[config.mk]
export PLATFORM = sky130hd
export DESIGN_NAME = mem_arbiter
export DESIGN_NICKNAME = d
export VERILOG_FILES = /design/src/rtl/mem_arbiter.sv
export SDC_FILE = /design/constraint.sdc
export NUM_CORES = 1
export LEC_CHECK = 0
export CORE_MARGIN = 1.5
export CORE_UTILIZATION = 30
export CTS_CLUSTER_DIAMETER = 120
export DETAILED_ROUTE_END_ITERATION = 8
export GPL_ROUTABILITY_DRIVEN = 1
export MAX_ROUTING_LAYER = met4
export PLACE_DENSITY = 0.89
export SETUP_SLACK_MARGIN = 0.02
export SLEW_MARGIN = 15
export SYNTH_ARGS = -nofsm -noshare
export SYNTH_HDL_FRONTEND = slang
export SYNTH_SLANG_ARGS = --single-unit
[constraint.sdc]
create_clock -name clk -period 4.4 [get_ports clk]
set_input_delay 0.88 -clock clk [delete_from_list [all_inputs] [get_ports clk]]
set_output_delay 0.88 -clock clk [all_outputs]
set_load 0.02 [all_outputs]
[src/rtl/mem_arbiter.sv]
// Two-port arbiter for the shared 20-bit work RAM and the hardware register window.
// Port 0 (core) has fixed priority; port 1 (loader/DMA) has a starvation guard and a bounded lock.
module mem_arbiter #(
    parameter int AW       = 16,
    parameter int DW       = 20,
    parameter int MAX_WAIT = 7,
    parameter int MAX_LOCK = 32
) (
    input  logic          clk,
    input  logic          reset_n,
    input  logic          p0_req,
    input  logic          p0_we,
    input  logic [AW-1:0] p0_addr,
    input  logic [DW-1:0] p0_wdata,
    output logic          p0_gnt,
    output logic          p0_rvalid,
    input  logic          p1_req,
    input  logic          p1_we,
    input  logic          p1_lock,
    input  logic [AW-1:0] p1_addr,
    input  logic [DW-1:0] p1_wdata,
    output logic          p1_gnt,
    output logic          p1_rvalid,
    output logic [DW-1:0] rdata,
    output logic [AW-1:0] mem_addr,
    output logic [DW-1:0] mem_wdata,
    output logic          mem_we,
    input  logic [DW-1:0] mem_rdata,
    output logic [6:0]    reg_index,
    output logic          reg_read,
    output logic          reg_write,
    output logic [15:0]   reg_wdata,
    input  logic [15:0]   reg_rdata
);

    localparam int WW = $clog2(MAX_WAIT + 1);
    localparam int LW = $clog2(MAX_LOCK + 2);

    typedef enum logic [1:0] {ARB, LOCKED, COOLDOWN} state_t;

    state_t         r_state, w_next;
    logic [WW-1:0]  r_wait_cnt;
    logic [LW-1:0]  r_lock_cnt;
    logic           r_rvalid;
    logic           r_resp_port;
    logic           r_resp_hit;

    logic           w_gnt0, w_gnt1, w_gnt, w_we, w_win;
    logic [AW-1:0]  w_addr;
    logic [DW-1:0]  w_wdata;

    // State register
    always_ff @(posedge clk or negedge reset_n) begin
        if (!reset_n) r_state <= ARB;
        else          r_state <= w_next;
    end

    // Next-state logic
    always_comb begin
        w_next = r_state;
        case (r_state)
            ARB:      if (w_gnt1 && p1_lock) w_next = LOCKED;
            LOCKED: begin
                if (!p1_lock)                            w_next = ARB;
                else if (r_lock_cnt == LW'(MAX_LOCK))    w_next = COOLDOWN;
            end
            COOLDOWN: w_next = ARB;
            default:  w_next = ARB;
        endcase
    end

    // Grant logic; gated by reset_n so nothing is granted while reset is held
    always_comb begin
        w_gnt0 = 1'b0;
        w_gnt1 = 1'b0;
        if (reset_n) begin
            case (r_state)
                ARB: begin
                    if (p1_req && (!p0_req || r_wait_cnt == WW'(MAX_WAIT))) w_gnt1 = 1'b1;
                    else                                                    w_gnt0 = p0_req;
                end
                LOCKED:   w_gnt1 = p1_req;
                COOLDOWN: begin
                    w_gnt0 = p0_req;
                    w_gnt1 = p1_req && !p0_req;
                end
                default: ;
            endcase
        end
    end

    always_ff @(posedge clk or negedge reset_n) begin
        if (!reset_n) begin
            r_wait_cnt <= '0;
            r_lock_cnt <= '0;
        end else begin
            if (r_state == LOCKED || w_gnt1 || !p1_req) r_wait_cnt <= '0;
            else if (r_wait_cnt != WW'(MAX_WAIT))       r_wait_cnt <= r_wait_cnt + 1'b1;

            if (r_state == LOCKED)     r_lock_cnt <= r_lock_cnt + 1'b1;
            else if (w_next == LOCKED) r_lock_cnt <= LW'(1);
            else                       r_lock_cnt <= '0;
        end
    end

    // Granted-port datapath mux; all zero on an idle bus cycle
    always_comb begin
        w_addr  = '0;
        w_wdata = '0;
        w_we    = 1'b0;
        if (w_gnt0) begin
            w_addr  = p0_addr;
            w_wdata = p0_wdata;
            w_we    = p0_we;
        end else if (w_gnt1) begin
            w_addr  = p1_addr;
            w_wdata = p1_wdata;
            w_we    = p1_we;
        end
    end

    assign w_gnt = w_gnt0 | w_gnt1;
    assign w_win = w_gnt && (w_addr[AW-1:7] == {(AW-7){1'b1}});

    assign p0_gnt    = w_gnt0;
    assign p1_gnt    = w_gnt1;
    assign mem_addr  = w_addr;
    assign mem_wdata = w_wdata;
    assign mem_we    = w_gnt && w_we && !w_win;
    assign reg_index = w_addr[6:0];
    assign reg_read  = w_win;
    assign reg_write = w_win && w_we;
    assign reg_wdata = w_wdata[15:0];

    // Response tracking: one outstanding read, tagged with owner port and window hit
    always_ff @(posedge clk or negedge reset_n) begin
        if (!reset_n) begin
            r_rvalid    <= 1'b0;
            r_resp_port <= 1'b0;
            r_resp_hit  <= 1'b0;
        end else begin
            r_rvalid <= w_gnt && !w_we;
            if (w_gnt && !w_we) begin
                r_resp_port <= w_gnt1;
                r_resp_hit  <= w_win;
            end
        end
    end

    assign p0_rvalid = r_rvalid && !r_resp_port;
    assign p1_rvalid = r_rvalid &&  r_resp_port;

    always_comb begin
        rdata = '0;
        if (r_rvalid) rdata = r_resp_hit ? {{(DW-16){1'b0}}, reg_rdata} : mem_rdata;
    end

endmodule

==> metrics, run 1 <==
portion of synthesized cell area occupied by the leading cell type 0.204; dominant cells by area after synthesis sky130_fd_sc_hd__dfrtp_1 20%, sky130_fd_sc_hd__a22o_1 18%, sky130_fd_sc_hd__buf_4 12%, sky130_fd_sc_hd__mux2i_1 10%, sky130_fd_sc_hd__nor2b_1 6.9%; antenna-violating nets left 0; number of antenna violations at the first check in global routing 0; via count 2102; Multi-input gate area 0.00109 mm2; Cell Count, Final, Fillers Out 436; Port Buf Inserts 200; data arrival time of the critical path 3260 ps; post-route DRC violation count 0; placed wire-length estimate after detailed placement 6.20 mm; Die Footprint roughly 0.006 mm2; worst skew pair latency 250 ps; setup repair after global routing missed its margin no; static power due to leakage 1.40 nW; share of the clock period used by the worst path after layout 0.942; category of the worst setup path launch point input pin; VDD IR-drop max 0.191 mV; Clock Root Buffer sky130_fd_sc_hd__clkbuf_8; register cell area after layout 350 um2; startpoint-to-endpoint class of the critical path input pin to output pin; worst hold slack after final layout 504 ps; final worst-path setup slack 257 ps; areal power density over the cells 173 mW/mm2; total setup buffers inserted after CTS 0; H-tree depth reported by CTS 1; Worst Setup End Kind output pin; mean area per synthesized cell 8.99 um2; TritonCTS Buffers 3; clk sinks 14; total iterations of the first detailed-routing run 4; starting utilization of the core area 0.312; Yosys reg bits 14; mean routed wirelength per cell 17.2 um; Setup Total Neg Slack 0 ps; worst slack at placement 240 ps; Syn Nets 310; number of top-level pins 201; via count of the first global-routing pass 2108; nets between 400 and 500; Worst Path Max Fanout 32; post-cts gate resize count 0; wire length of the first global-routing pass 11.1 mm; required time of the worst setup path ~3500 ps; TritonCTS clock tree yes; ys flop type sky130_fd_sc_hd__dfrtp_1; clock-pin transition on the worst setup and hold timing paths 60 ps; Core Area 0.00551 mm2; share of the core filled with cells 0.660; global-route total usage across every layer 0.233; total standard cell area after synthesis 0.00172 mm2; drt via density 4.82; fill cell count 453; CTS Buffer Depth 2; most frequent standard cell in the layout excluding fill and tap cells sky130_fd_sc_hd__clkdlybuf4s50_1; worst slew margin relative to its limit 0.375; worst clock skew on the final layout 3.12 ps; sequential fraction of the synthesis area 0.204; slew of the pin with the lowest slew margin 938 ps; routability cong. 0.794; overall routed net length 7.48 mm; largest net degree at the start of global routing 33; CTS Hold Buffers Added 0; cell row count 27; # placed instances about 430; share of synthesized registers carrying an async set or reset 1.00; number of instances in the synthesized netlist 191; Max-cap violations 0; number of distinct library cell variants in the gate-level netlist after synthesis 43; share of layout cells above drive strength 1 0.0495; class of the tightest hold or removal check flip-flop to flip-flop; max-slew violation count 0; Yosys Warn Count 0; library cell occupying the most area in the post-synthesis netlist sky130_fd_sc_hd__dfrtp_1; status completed; overall die height 78.6 um; time the final worst path needs with I/O delays and setup between 4000 and 5000 ps; Die W 78.6 um; sum of overflow across all layers after global routing 0; Iteration-0 DRC Markers 42; area grow syn2layout 112%; number of synthesized flops with an enable pin 0; count of final setup violators 0; total count of hold-check failures in the final report 0; Peak Freq around 240 MHz; most frequent cells in the layout 200 x sky130_fd_sc_hd__clkdlybuf4s50_1, 35 x sky130_fd_sc_hd__a22o_1, 19 x sky130_fd_sc_hd__nor2b_1, 18 x sky130_fd_sc_hd__mux2i_1, 14 x sky130_fd_sc_hd__dfrtp_1; antenna diode count 0
-- cell type report --
class	count	share of cell area
timing repair buffer	203	0.557
multi-input combinational	137	0.299
sequential	14	0.0964
tap	72	0.0248
clock buffer	4	0.0151
inverter	6	0.00757
-- cells in the mapped netlist, drive strengths merged, types with 2 or more instances --
master / number
a22o: 36
buf: 33
nor2b: 19
mux2i: 18
dfrtp: 14
nor2: 11
and2: 6
inv: 5
a21o: 4
ha: 4
nand2: 4
nand3: 4
nor3: 3
o21ai: 3
xor2: 3
a22oi: 2
a32o: 2
and3b: 2
nand4: 2
o22ai: 2
or2: 2
xnor2: 2
-- path summary, 6_finish.rpt --
kind / from / to / slack, ps / cells after the start
setup / recovery: reset_n / reg_wdata[1] / 260 / 7
hold / removal: r_state[1]$_DFF_PN0_ / r_lock_cnt[0]$_DFF_PN0_ / 500 / 1
setup reg to reg: r_wait_cnt[0]$_DFFE_PN0P_ / r_resp_hit$_DFFE_PN0P_ / 2410 / 8
hold reg to reg: r_state[1]$_DFF_PN0_ / r_lock_cnt[0]$_DFF_PN0_ / 500 / 1
max in group asynchronous: reset_n / r_lock_cnt[2]$_DFF_PN0_ / 3130 / 2
min in group asynchronous: reset_n / r_wait_cnt[1]$_DFFE_PN0P_ / 850 / 1
-- flip-flops by register name, summed over array words and instances, names as in the netlist --
signal,flops
r_lock_cnt,6
r_wait_cnt,3
r_state,2
r_resp_hit,1
r_resp_port,1
r_rvalid,1
-- routing by layer --
| metal | GRT usage | part of all wire |
|---|---|---|
| met1 | 0.258 | 0.38 |
| met5 | - | 0 |
| met4 | 0.0411 | 0.0082 |
| met2 | 0.428 | 0.53 |
| met3 | 0.0547 | 0.080 |
-- critical path, stage by stage --
cell and delay [ps]:
sky130_fd_sc_hd__clkdlybuf4s50_1 600, sky130_fd_sc_hd__nand3b_1 130, sky130_fd_sc_hd__or2_1 270, sky130_fd_sc_hd__inv_2 160, sky130_fd_sc_hd__buf_4 350, sky130_fd_sc_hd__a22o_1 220
sky130_fd_sc_hd__clkdlybuf4s50_1 650
-- where the power goes --
| part | switching [mW] | internal, mW | total [mW] |
|---|---|---|---|
| clock | 0.0495 | 0.0794 | 0.129 |
| combinational | 0.149 | 0.208 | 0.357 |
| sequential | 0.00865 | 0.135 | 0.144 |
-- stage by stage --
| stage | total power [mW] | cell area [um2] |
|---|---|---|
| 6_report | 0.630 | 3630 |
| 5_1_grt | 0.659 | 3630 |
| 4_1_cts | 0.634 | 3630 |
| 3_5_place_dp | 0.503 | 3580 |
| 3_3_place_gp | 0.496 | 3580 |
| 2_1_floorplan | 0.304 | 1720 |
-- kinds of logic after synthesis --
| logic type | Yosys count | synth area share |
|---|---|---|
| flops | 14 | 0.204 |
| mux | 18 | 0.105 |
| buf+inv | 40 | 0.163 |
| compound gates | 53 | 0.273 |
| xor+xnor | 5 | 0.0255 |
| fa+ha+maj | 4 | 0.0292 |
| simple gates | 57 | 0.201 |
Note: power is estimated with default switching activity, not from simulation.
==> inputs of run 2 (changes only) <==
--- a/config.mk
+++ b/config.mk
@@ -10,6 +10,7 @@
 export CTS_CLUSTER_DIAMETER = 120
 export DETAILED_ROUTE_END_ITERATION = 8
 export GPL_ROUTABILITY_DRIVEN = 1
+export GPL_TIMING_DRIVEN = 0
 export MAX_ROUTING_LAYER = met4
 export PLACE_DENSITY = 0.89
 export SETUP_SLACK_MARGIN = 0.02
@@ -17,3 +18,4 @@
 export SYNTH_ARGS = -nofsm -noshare
 export SYNTH_HDL_FRONTEND = slang
 export SYNTH_SLANG_ARGS = --single-unit
+export TNS_END_PERCENT = 10
==> run 2 against run 1 <==
Compared with the run above:
- core utilization increased by 4.1 points
- flip-flop and latch count stayed put
- register-to-register slack about the same
- sequential power barely moved
- final area rose by 6.2%
- clock skew decreased by 2.5 ps
- fmax up 1.9%
- worst setup slack improved by 79 ps
- largest power group unchanged
==> metrics, run 2 (synthesis results as in run 1) <==
required time of the worst setup path 3520 ps (about the same); Clock Root Buffer sky130_fd_sc_hd__clkbuf_8 (unchanged); Port Buf Inserts 200 (unchanged); sw power 0.209 mW (was 0.208 mW); Peak Freq 246 MHz (was 241 MHz); placed wire-length estimate after detailed placement 6.57 mm (was 6.20 mm); most frequent cells in the layout 199 x sky130_fd_sc_hd__clkdlybuf4s50_1, 35 x sky130_fd_sc_hd__a22o_1, 28 x sky130_fd_sc_hd__buf_4, 19 x sky130_fd_sc_hd__nor2b_1, 18 x sky130_fd_sc_hd__mux2i_1 (was 200 x sky130_fd_sc_hd__clkdlybuf4s50_1, 35 x sky130_fd_sc_hd__a22o_1, 19 x sky130_fd_sc_hd__nor2b_1, 18 x sky130_fd_sc_hd__mux2i_1, 14 x sky130_fd_sc_hd__dfrtp_1); startpoint-to-endpoint class of the critical path input pin to output pin (unchanged); Iteration-0 DRC Markers 35 (was 42); switching portion of total power 0.321 (was 0.330); total power of the final layout 0.651 mW (was 0.630 mW); largest net degree at the start of global routing 17 (was 33); data arrival time of the critical path 3180 ps (was 3260 ps); Worst Setup End Kind output pin (unchanged); cell area after placement 0.00381 mm2 (was 0.00358 mm2); largest registers r_lock_cnt: 6 flops, r_wait_cnt: 3 flops, r_state: 2 flops (unchanged); status completed (unchanged); nets 515 (was 484); Max-cap violations 0 (unchanged); area grow syn2layout 125% (was 112%); total count of hold-check failures in the final report 0 (unchanged); max-slew violation count 0 (unchanged); share of the clock period used by the worst path after layout 0.924 (was 0.942); slowest CP cell sky130_fd_sc_hd__clkdlybuf4s50_1 (unchanged); wire length of the first global-routing pass 11.3 mm (was 11.1 mm); total iterations of the first detailed-routing run 4 (unchanged); worst skew pair latency 250 ps (about the same); final worst-path setup slack 336 ps (was 257 ps); static power due to leakage 1.56 nW (was 1.40 nW); VDD IR-drop max 0.173 mV (was 0.191 mV); share of total power in combinational logic 0.590 (was 0.567); Cell Count, Final, Fillers Out 467 (was 436); clk sinks 14 (unchanged); CTS Hold Buffers Added 0 (unchanged); max incr delay on CP 620 ps (was 650 ps); worst slack at placement -145 ps (was 240 ps); Non-Filler Cell Area, Final 0.00386 mm2 (was 0.00363 mm2); # placed instances 463 (was 432); count of final setup violators 0 (unchanged); TritonCTS Buffers 3 (unchanged); sum of overflow across all layers after global routing 0 (unchanged); global-route total usage across every layer 0.238 (was 0.233); total setup buffers inserted after CTS 0 (unchanged); Multi-input gate area 0.00109 mm2 (unchanged); overall routed net length 7.75 mm (was 7.48 mm); antenna diode count 0 (unchanged); antenna-violating nets left 0 (unchanged); routability cong. 0.797 (was 0.794); Worst Path Max Fanout 10 (was 32); share of the core filled with cells 0.701 (was 0.660); number of top-level pins 201 (unchanged); Core Area 0.00551 mm2 (unchanged); time the final worst path needs with I/O delays and setup 4060 ps (was 4140 ps); mean routed wirelength per cell 16.6 um (was 17.2 um); starting utilization of the core area 0.312 (unchanged); slew of the pin with the lowest slew margin 389 ps (was 938 ps); clock share of power 0.192 (was 0.205); CTS Buffer Depth 2 (unchanged); max reg flops 6 (unchanged); via count 2260 (was 2102); Setup Total Neg Slack 0 ps (unchanged); CP Cell Sequence clkdlybuf4s50_1, and3b_1, or2_1, inv_2, buf_6, buf_4, a22o_1, buf_4, clkdlybuf4s50_1 (was clkdlybuf4s50_1, nand3b_1, or2_1, inv_2, buf_4, a22o_1, clkdlybuf4s50_1); post-cts gate resize count 1 (was 0); number of antenna violations at the first check in global routing 0 (unchanged); Largest Register r_lock_cnt (unchanged); fill cell count 431 (was 453); drt via density 4.84 (was 4.82); category of the worst setup path launch point input pin (unchanged); worst slew margin relative to its limit 0.741 (was 0.375); Die Footprint 0.00619 mm2 (unchanged); clock-pin transition on the worst setup and hold timing paths 60 ps (about the same); TritonCTS clock tree yes (unchanged); register cell area after layout 350 um2 (unchanged); cell row count 27 (unchanged); worst clock skew on the final layout 0.625 ps (was 3.12 ps); via count of the first global-routing pass 2237 (was 2108); setup repair after global routing missed its margin no (unchanged); H-tree depth reported by CTS 1 (unchanged); Die W 78.6 um (unchanged); most frequent standard cell in the layout excluding fill and tap cells sky130_fd_sc_hd__clkdlybuf4s50_1 (unchanged); overall die height 78.6 um (unchanged); class of the tightest hold or removal check flip-flop to flip-flop (unchanged); worst hold slack after final layout 492 ps (was 504 ps); share of layout cells above drive strength 1 0.124 (was 0.0495); internal power 0.442 mW (was 0.422 mW); areal power density over the cells 169 mW/mm2 (was 173 mW/mm2); proportion of power drawn by flip-flops and latches 0.218 (was 0.228); post-route DRC violation count 0 (unchanged)
## run 2: changes by cell type in the layout (fill, tap and decap cells not counted), sizes merged
cell           change
buf               +30
clkbuf             +2
clkdlybuf4s50      -1
## run 2: worst paths after layout
check	from	endpoint	slack, ps	cells after the start
max	p1_req	reg_wdata[10]	340	9
min	r_state[1]$_DFF_PN0_	r_lock_cnt[0]$_DFF_PN0_	490	1
max reg2reg	r_wait_cnt[0]$_DFFE_PN0P_	r_resp_hit$_DFFE_PN0P_	2410	8
min reg2reg	r_state[1]$_DFF_PN0_	r_lock_cnt[0]$_DFF_PN0_	490	1
max in group asynchronous	reset_n	r_wait_cnt[2]$_DFFE_PN0P_	3580	1
min in group asynchronous	reset_n	r_lock_cnt[5]$_DFF_PN0_	540	1
## run 2: per-layer routing
metal	part of all wire	routed length, um	up-vias	track usage
li1	-	-	1085	-
met1	0.38	2940	1051	0.261
met2	0.51	3980	108	0.427
met3	0.088	679	16	0.0628
met4	0.019	150	0	0.0589
met5	0	0	-	-
## run 2: worst max-delay path: cells and delay by family
kind,cells,cell delay (ps)
buffers and inverters,6,1630
and+or+nand+nor,2,490
AOI/OAI and AO/OA,1,190
## run 2: final cells by class
type	instances	area share
plain buffers	34	0.0652
flip-flops and latches	14	0.0908
well taps	72	0.0233
multi-input cells	137	0.282
inverters	6	0.00713
repair buffers	200	0.518
clock buffers	4	0.0143
## run 2: power by group through the flow
stage / Clock [mW] / Combinational [mW] / Sequential, mW
6_report: 0.125 / 0.384 / 0.142
5_1_grt: 0.133 / 0.404 / 0.143
4_1_cts: 0.127 / 0.386 / 0.142
3_5_place_dp: 0 / 0.385 / 0.144
3_3_place_gp: 0 / 0.378 / 0.144
2_1_floorplan: 0 / 0.163 / 0.142
==> RTL change 1 (config.mk and constraints of run 1) <==
Reset style: synchronous (`reset_n`), changed in 3 clocked blocks.
--- a/src/rtl/mem_arbiter.sv
+++ b/src/rtl/mem_arbiter.sv
@@ -51,5 +51,5 @@
 
     // State register
-    always_ff @(posedge clk or negedge reset_n) begin
+    always_ff @(posedge clk) begin
         if (!reset_n) r_state <= ARB;
         else          r_state <= w_next;
@@ -90,5 +90,5 @@
     end
 
-    always_ff @(posedge clk or negedge reset_n) begin
+    always_ff @(posedge clk) begin
         if (!reset_n) begin
             r_wait_cnt <= '0;
@@ -134,5 +134,5 @@
 
     // Response tracking: one outstanding read, tagged with owner port and window hit
-    always_ff @(posedge clk or negedge reset_n) begin
+    always_ff @(posedge clk) begin
         if (!reset_n) begin
             r_rvalid    <= 1'b0;
Function: differs if reset_n is asserted again (counterexample within 4 cycles, from zero or initial values and one cycle with reset_n low); with reset_n held inactive, the same outputs for 10 cycles.
==> RTL change 1 against run 1 <==
Final area is essentially flat. Synthesized cell count grew 7.9%. Routed wire length shrank 2.4%. Sequential cell count is the same. Power shrank 7.2%. Critical endpoint is now reg_write. Critical path type unchanged. Highest routed layer unchanged. Combinational power shrank 9.5%. First-iteration DRC count grew 100%. Area after synthesis shrank 4.4%. Global-route usage grew 0.67 points. Setup slack lost 49 ps. Critical path depth is the same. Core utilization grew 3.8 points.
==> RTL change 1: results (changes against run 1) <==
- Status: finished clean (unchanged)
- Vias per inst: 4.91 (was 4.82)
- R2R cell count: 8 (unchanged)
- Register area share after synthesis: 17.1% (was 20.4%)
- Top FF cell, synth: dfxtp_1 (was dfrtp_1)
- Number of global-route vias before repair: 2134 (was 2108)
- Max reg flops: 6 (unchanged)
- Regs by FF count: r_lock_cnt x6, r_wait_cnt x3, r_state x2 (unchanged)
- M1 GR Usage: 25.6% (was 25.8%)
- Syn Inst Count: 206 (was 191)
- Fillers: 403 (was 453)
- Post-DP HPWL: 6.03 mm (was 6.20 mm)
- Post-Syn Nets: 325 (was 310)
- WHS Path Cells: 2 (was 1)
- FFs w/ async S/R, synth: 0% (was 100%)
- Peak VDD IR: 169 uV (was 191 uV)
- CP peak stage delay: 640 ps
- Slowest CP cell: clkdlybuf4s50_1 (unchanged)
- Initial antenna violation count: 0 (unchanged)
- Worst-case clock buffer depth: 2 (unchanged)
- ANT cells: 0 (unchanged)
- Port Buf Inserts: 200 (unchanged)
- Dpl cells: 444 (was 432)
- Clock Latency Late Sink: 250 ps (about the same)
- Leakage: 1.40 nW (about the same)
- Non-Filler Instances: 449 (was 436)
- EDFF count, synth: 0 (unchanged)
- Synth unique cells: 41 (was 43)
- Synth top area cells: dfxtp_1 17%, a22o_1 17%, mux2i_1 11%, buf_4 11%, nor2b_1 7.6% (was dfrtp_1 20%, a22o_1 18%, buf_4 12%, mux2i_1 10%, nor2b_1 6.9%)
- Post-DR wirelength/cell: 16.3 um (was 17.2 um)
- CTS H-tree lvls: 1 (unchanged)
- Post-synth top cells: 31 x a22o_1, 23 x buf_4, 20 x nor2b_1, 18 x mux2i_1, 14 x dfxtp_1 (was 35 x a22o_1, 28 x buf_4, 19 x nor2b_1, 18 x mux2i_1, 14 x dfrtp_1)
- Root Buffer: clkbuf_8 (unchanged)
- HP Class: flip-flop to flip-flop (unchanged)
- M2 GR Usage: 43.3% (was 42.8%)
- Worst-path fanout max: 7 (was 32)
- Largest net degree at the start of global routing: 41 (was 33)
- Worst slew margin: 34.5% (was 37.5%)
- M3 GR Usage: 7.50% (was 5.47%)
- Drt pass-1 iters: 4 (unchanged)
- Max-capacitance violation count: 0 (unchanged)
- Final Net Count: 499 (was 484)
- CTS Buf Count: 3 (unchanged)
- 1st-iter DRT viols: 84 (was 42)
- RePlAce Congestion: 0.824 (was 0.794)
- Clk_skew: 2.18 ps (was 3.12 ps)
- YS warnings: 0 (unchanged)
- GRT Util Overall: 24.0% (was 23.3%)
- Clock Pin Slew Worst Setup and Hold Paths: 60 ps (about the same)
- Delay-heaviest family, CP: buffers and inverters (unchanged)
- Share of layout cells above drive strength 1: 3.96% (was 4.95%)
- Reported net switching power: 183 uW (was 208 uW)
- First-pass GRT wire length: 11.0 mm (was 11.1 mm)
RTL change 1: cell count changes after synthesis, moves of 3 or more:
cell	change
a21oi_1	+6
a22o_1	-4
buf_1	+3
buf_2	+4
buf_4	-5
dfrtp_1	-14
dfxtp_1	+14
nand2_1	+3
nand3_1	+4
nor4_1	+4
RTL change 1: stage by stage:
step                      utilization (%)  instance area [sq um]  power [mW]  worst slack [ps]  hold slack (ps)
after floorplan                         -                   1640       0.272               681              466
after global placement               68.3                   3550       0.455               205              490
after detailed placement             68.3                   3550       0.458              53.0              500
after CTS                            69.4                   3610       0.587              40.3              508
after global routing                 69.8                   3630       0.612              72.1              545
final                                69.8                   3630       0.584               208              497
RTL change 1: timing repair:
| item | in CTS | in global routing |
|---|---|---|
| resized for setup | 0 | 4 |
| buffers inserted | 0 | 1 |
| setup endpoints to repair | 0 | 3 |
RTL change 1: power groups by stage:
stage / Combinational (mW) / Clock, mW / Sequential [mW]
floorplan: 0.138 / 0 / 0.134
global placement: 0.319 / 0 / 0.136
detailed placement: 0.322 / 0 / 0.136
CTS: 0.324 / 0.130 / 0.133
global route: 0.341 / 0.138 / 0.134
finish: 0.323 / 0.128 / 0.133
RTL change 1: final cells by class:
type | instances | area (sq um) | share of cell area, %
Timing Repair Buffer | 205 | 2070 | 57.0
Multi-Input combinational cell | 150 | 1120 | 30.8
Sequential cell | 14 | 280 | 7.71
Tap cell | 70 | 87.6 | 2.41
Clock buffer | 4 | 55.1 | 1.52
Inverter | 6 | 22.5 | 0.620
RTL change 1: worst min-delay path, cell delays in order, from the launching register on:
cell	delay [ps]
dfxtp_1	320
o21ai_0	60
a21boi_0	70
RTL change 1: worst paths after layout:
check	from	to	slack [ps]
hold reg to reg	r_resp_port	r_resp_port	500
setup reg to reg	r_wait_cnt[0]	r_resp_hit	2160
setup / recovery	p0_req	reg_write	210
hold / removal	r_resp_port	r_resp_port	500
RTL change 1: logic make-up after synthesis:
kind of cell | synth area share (%)
XOR/XNOR | 2.67
flip-flops | 17.1
AND/OR/NAND/NOR | 24.0
multiplexers | 11.0
adder cells (fa/ha/maj) | 3.05
AO/OA/AOI/OAI | 26.9
buffers and inverters | 15.4
RTL change 1: layer usage:
metal	wire (um)	vias to the layer above
li1	-	1079
met1	2870	1000
met2	3650	114
met3	680	10
met4	95	0
met5	0	-
==> RTL change 2 (config.mk and constraints of run 1) <==
Without the edit above. Change the parameter `AW` from 16 to 17.
--- a/src/rtl/mem_arbiter.sv
+++ b/src/rtl/mem_arbiter.sv
@@ -2,5 +2,5 @@
 // Port 0 (core) has fixed priority; port 1 (loader/DMA) has a starvation guard and a bounded lock.
 module mem_arbiter #(
-    parameter int AW       = 16,
+    parameter int AW       = 17,
     parameter int DW       = 20,
     parameter int MAX_WAIT = 7,
Ports: changed (resized mem_addr, p0_addr and p1_addr); port bits go from 201 to 204. The function was not compared with the original's and may differ.
==> RTL change 2 against run 1 <==
First-iteration DRC count rose by 31%. Maximum frequency fell by 2.5%. Count of clock-buffer cells in the layout fell by 1. Global-route usage rose by 3.6 points. Routed wire length rose by 7.8%. Cell count rose by 0.92%. Power fell by 4.2%. Via count rose by 5.2%. Final area fell by 0.41%. Area after synthesis fell by 3.4%. Die area fell by 3.2%. Sequential cell count did not move. Setup slack got worse by 100 ps. Non-clock buffer count rose by 5. Critical endpoint is now reg_write.
==> RTL change 2: results (changes against run 1) <==
- Mux contribution to synthesized area: 10.9% (was 10.5%)
- Worst-path fanout max: 10 (was 32)
- Post-DR wirelength/cell: 18.3 um (was 17.2 um)
- Area occupied by multi-input gates: 1060 sq um (was 1090 sq um)
- M1 WL: 2.88 mm (was 2.86 mm)
- Crit path from: p0_req (was reset_n)
- 1st-iter DRT viols: 55 (was 42)
- Largest net degree at the start of global routing: 40 (was 33)
- Port Buf Inserts: 203 (was 200)
- Number of global-route vias before repair: 2250 (was 2108)
- GRT Util Overall: 27.0% (was 23.3%)
- DP Area: 3580 sq um (about the same)
- Leakage: 1.39 nW (was 1.40 nW)
- Clk_skew: 0.203 ps (was 3.12 ps)
- Share of layout cells above drive strength 1: 4.05% (was 4.95%)
- First-pass GRT wire length: 12.1 mm (was 11.1 mm)
- Post-Syn Nets: 316 (was 310)
- XOR/XNOR Fraction of Synth Area: 2.64% (was 2.55%)
- Post-synthesis adder-cell area fraction: 3.02% (was 2.92%)
- Synth top area cells: dfrtp_1 21%, a22o_1 20%, mux2i_1 11%, buf_4 10%, nor2b_1 6.8% (was dfrtp_1 20%, a22o_1 18%, buf_4 12%, mux2i_1 10%, nor2b_1 6.9%)
- Worst Path Arrival: 3370 ps (was 3260 ps)
- Fillers: 422 (was 453)
- Final Net Count: 493 (was 484)
- Met3 wire length: 923 um (was 599 um)
- Status: finished clean (unchanged)
- Peak VDD IR: 90.6 uV (was 191 uV)
- Compound-Gate Fraction of Synth Area: 27.8% (was 27.3%)
- Reg-to-reg setup timing slack: 2160 ps (was 2410 ps)
RTL change 2: cell count changes in the layout (fill, tap and decap cells not counted), moves of 2 or more:
cell / delta
a21oi_1: +5
a22o_1: +2
a32oi_1: +2
buf_4: +5
nand3_1: +2
or2_1: -2
RTL change 2: kinds of logic after synthesis:
| family | count (synthesis) |
|---|---|
| xor+xnor | 5 |
| buf+inv | 42 |
| flops | 14 |
| compound gates | 56 |
| fa+ha+maj | 4 |
| simple gates | 56 |
| mux | 18 |
RTL change 2: final timing paths:
check	end	depth (start not counted)
worst max-delay path	reg_write	8
max in group asynchronous	r_lock_cnt[0]	2
min in group asynchronous	r_wait_cnt[1]	2
worst min-delay path	r_lock_cnt[0]	1
worst max register to register	r_resp_hit	8
worst min register to register	r_lock_cnt[0]	1
RTL change 2: metrics by stage:
stage               instances  total power [mW]
global placement          437             0.500
global route              440             0.634
floorplan                 195             0.297
finish                    440             0.603
detailed placement        437             0.505
CTS                       440             0.608
RTL change 2: per-layer routing:
| metal | vias up | global-route usage, % |
|---|---|---|
| met3 | 19 | 9.76 |
| li1 | 1046 | - |
| met5 | - | - |
| met1 | 993 | 27.6 |
| met4 | 0 | 8.91 |
| met2 | 153 | 47.7 |
RTL change 2: report_power, final:
group,internal (mW),switching [mW]
clock network,0.0603,0.0400
registers,0.135,0.00764
logic,0.207,0.153
total,0.403,0.200
RTL change 2: area by class of cell:
cell class	count	area share [%]
Inverter	6	0.622
Tap cell	70	2.42
Sequential cell	14	9.68
Timing Repair Buffer	208	57.0
Multi-Input combinational cell	139	29.2
Clock buffer	3	1.14
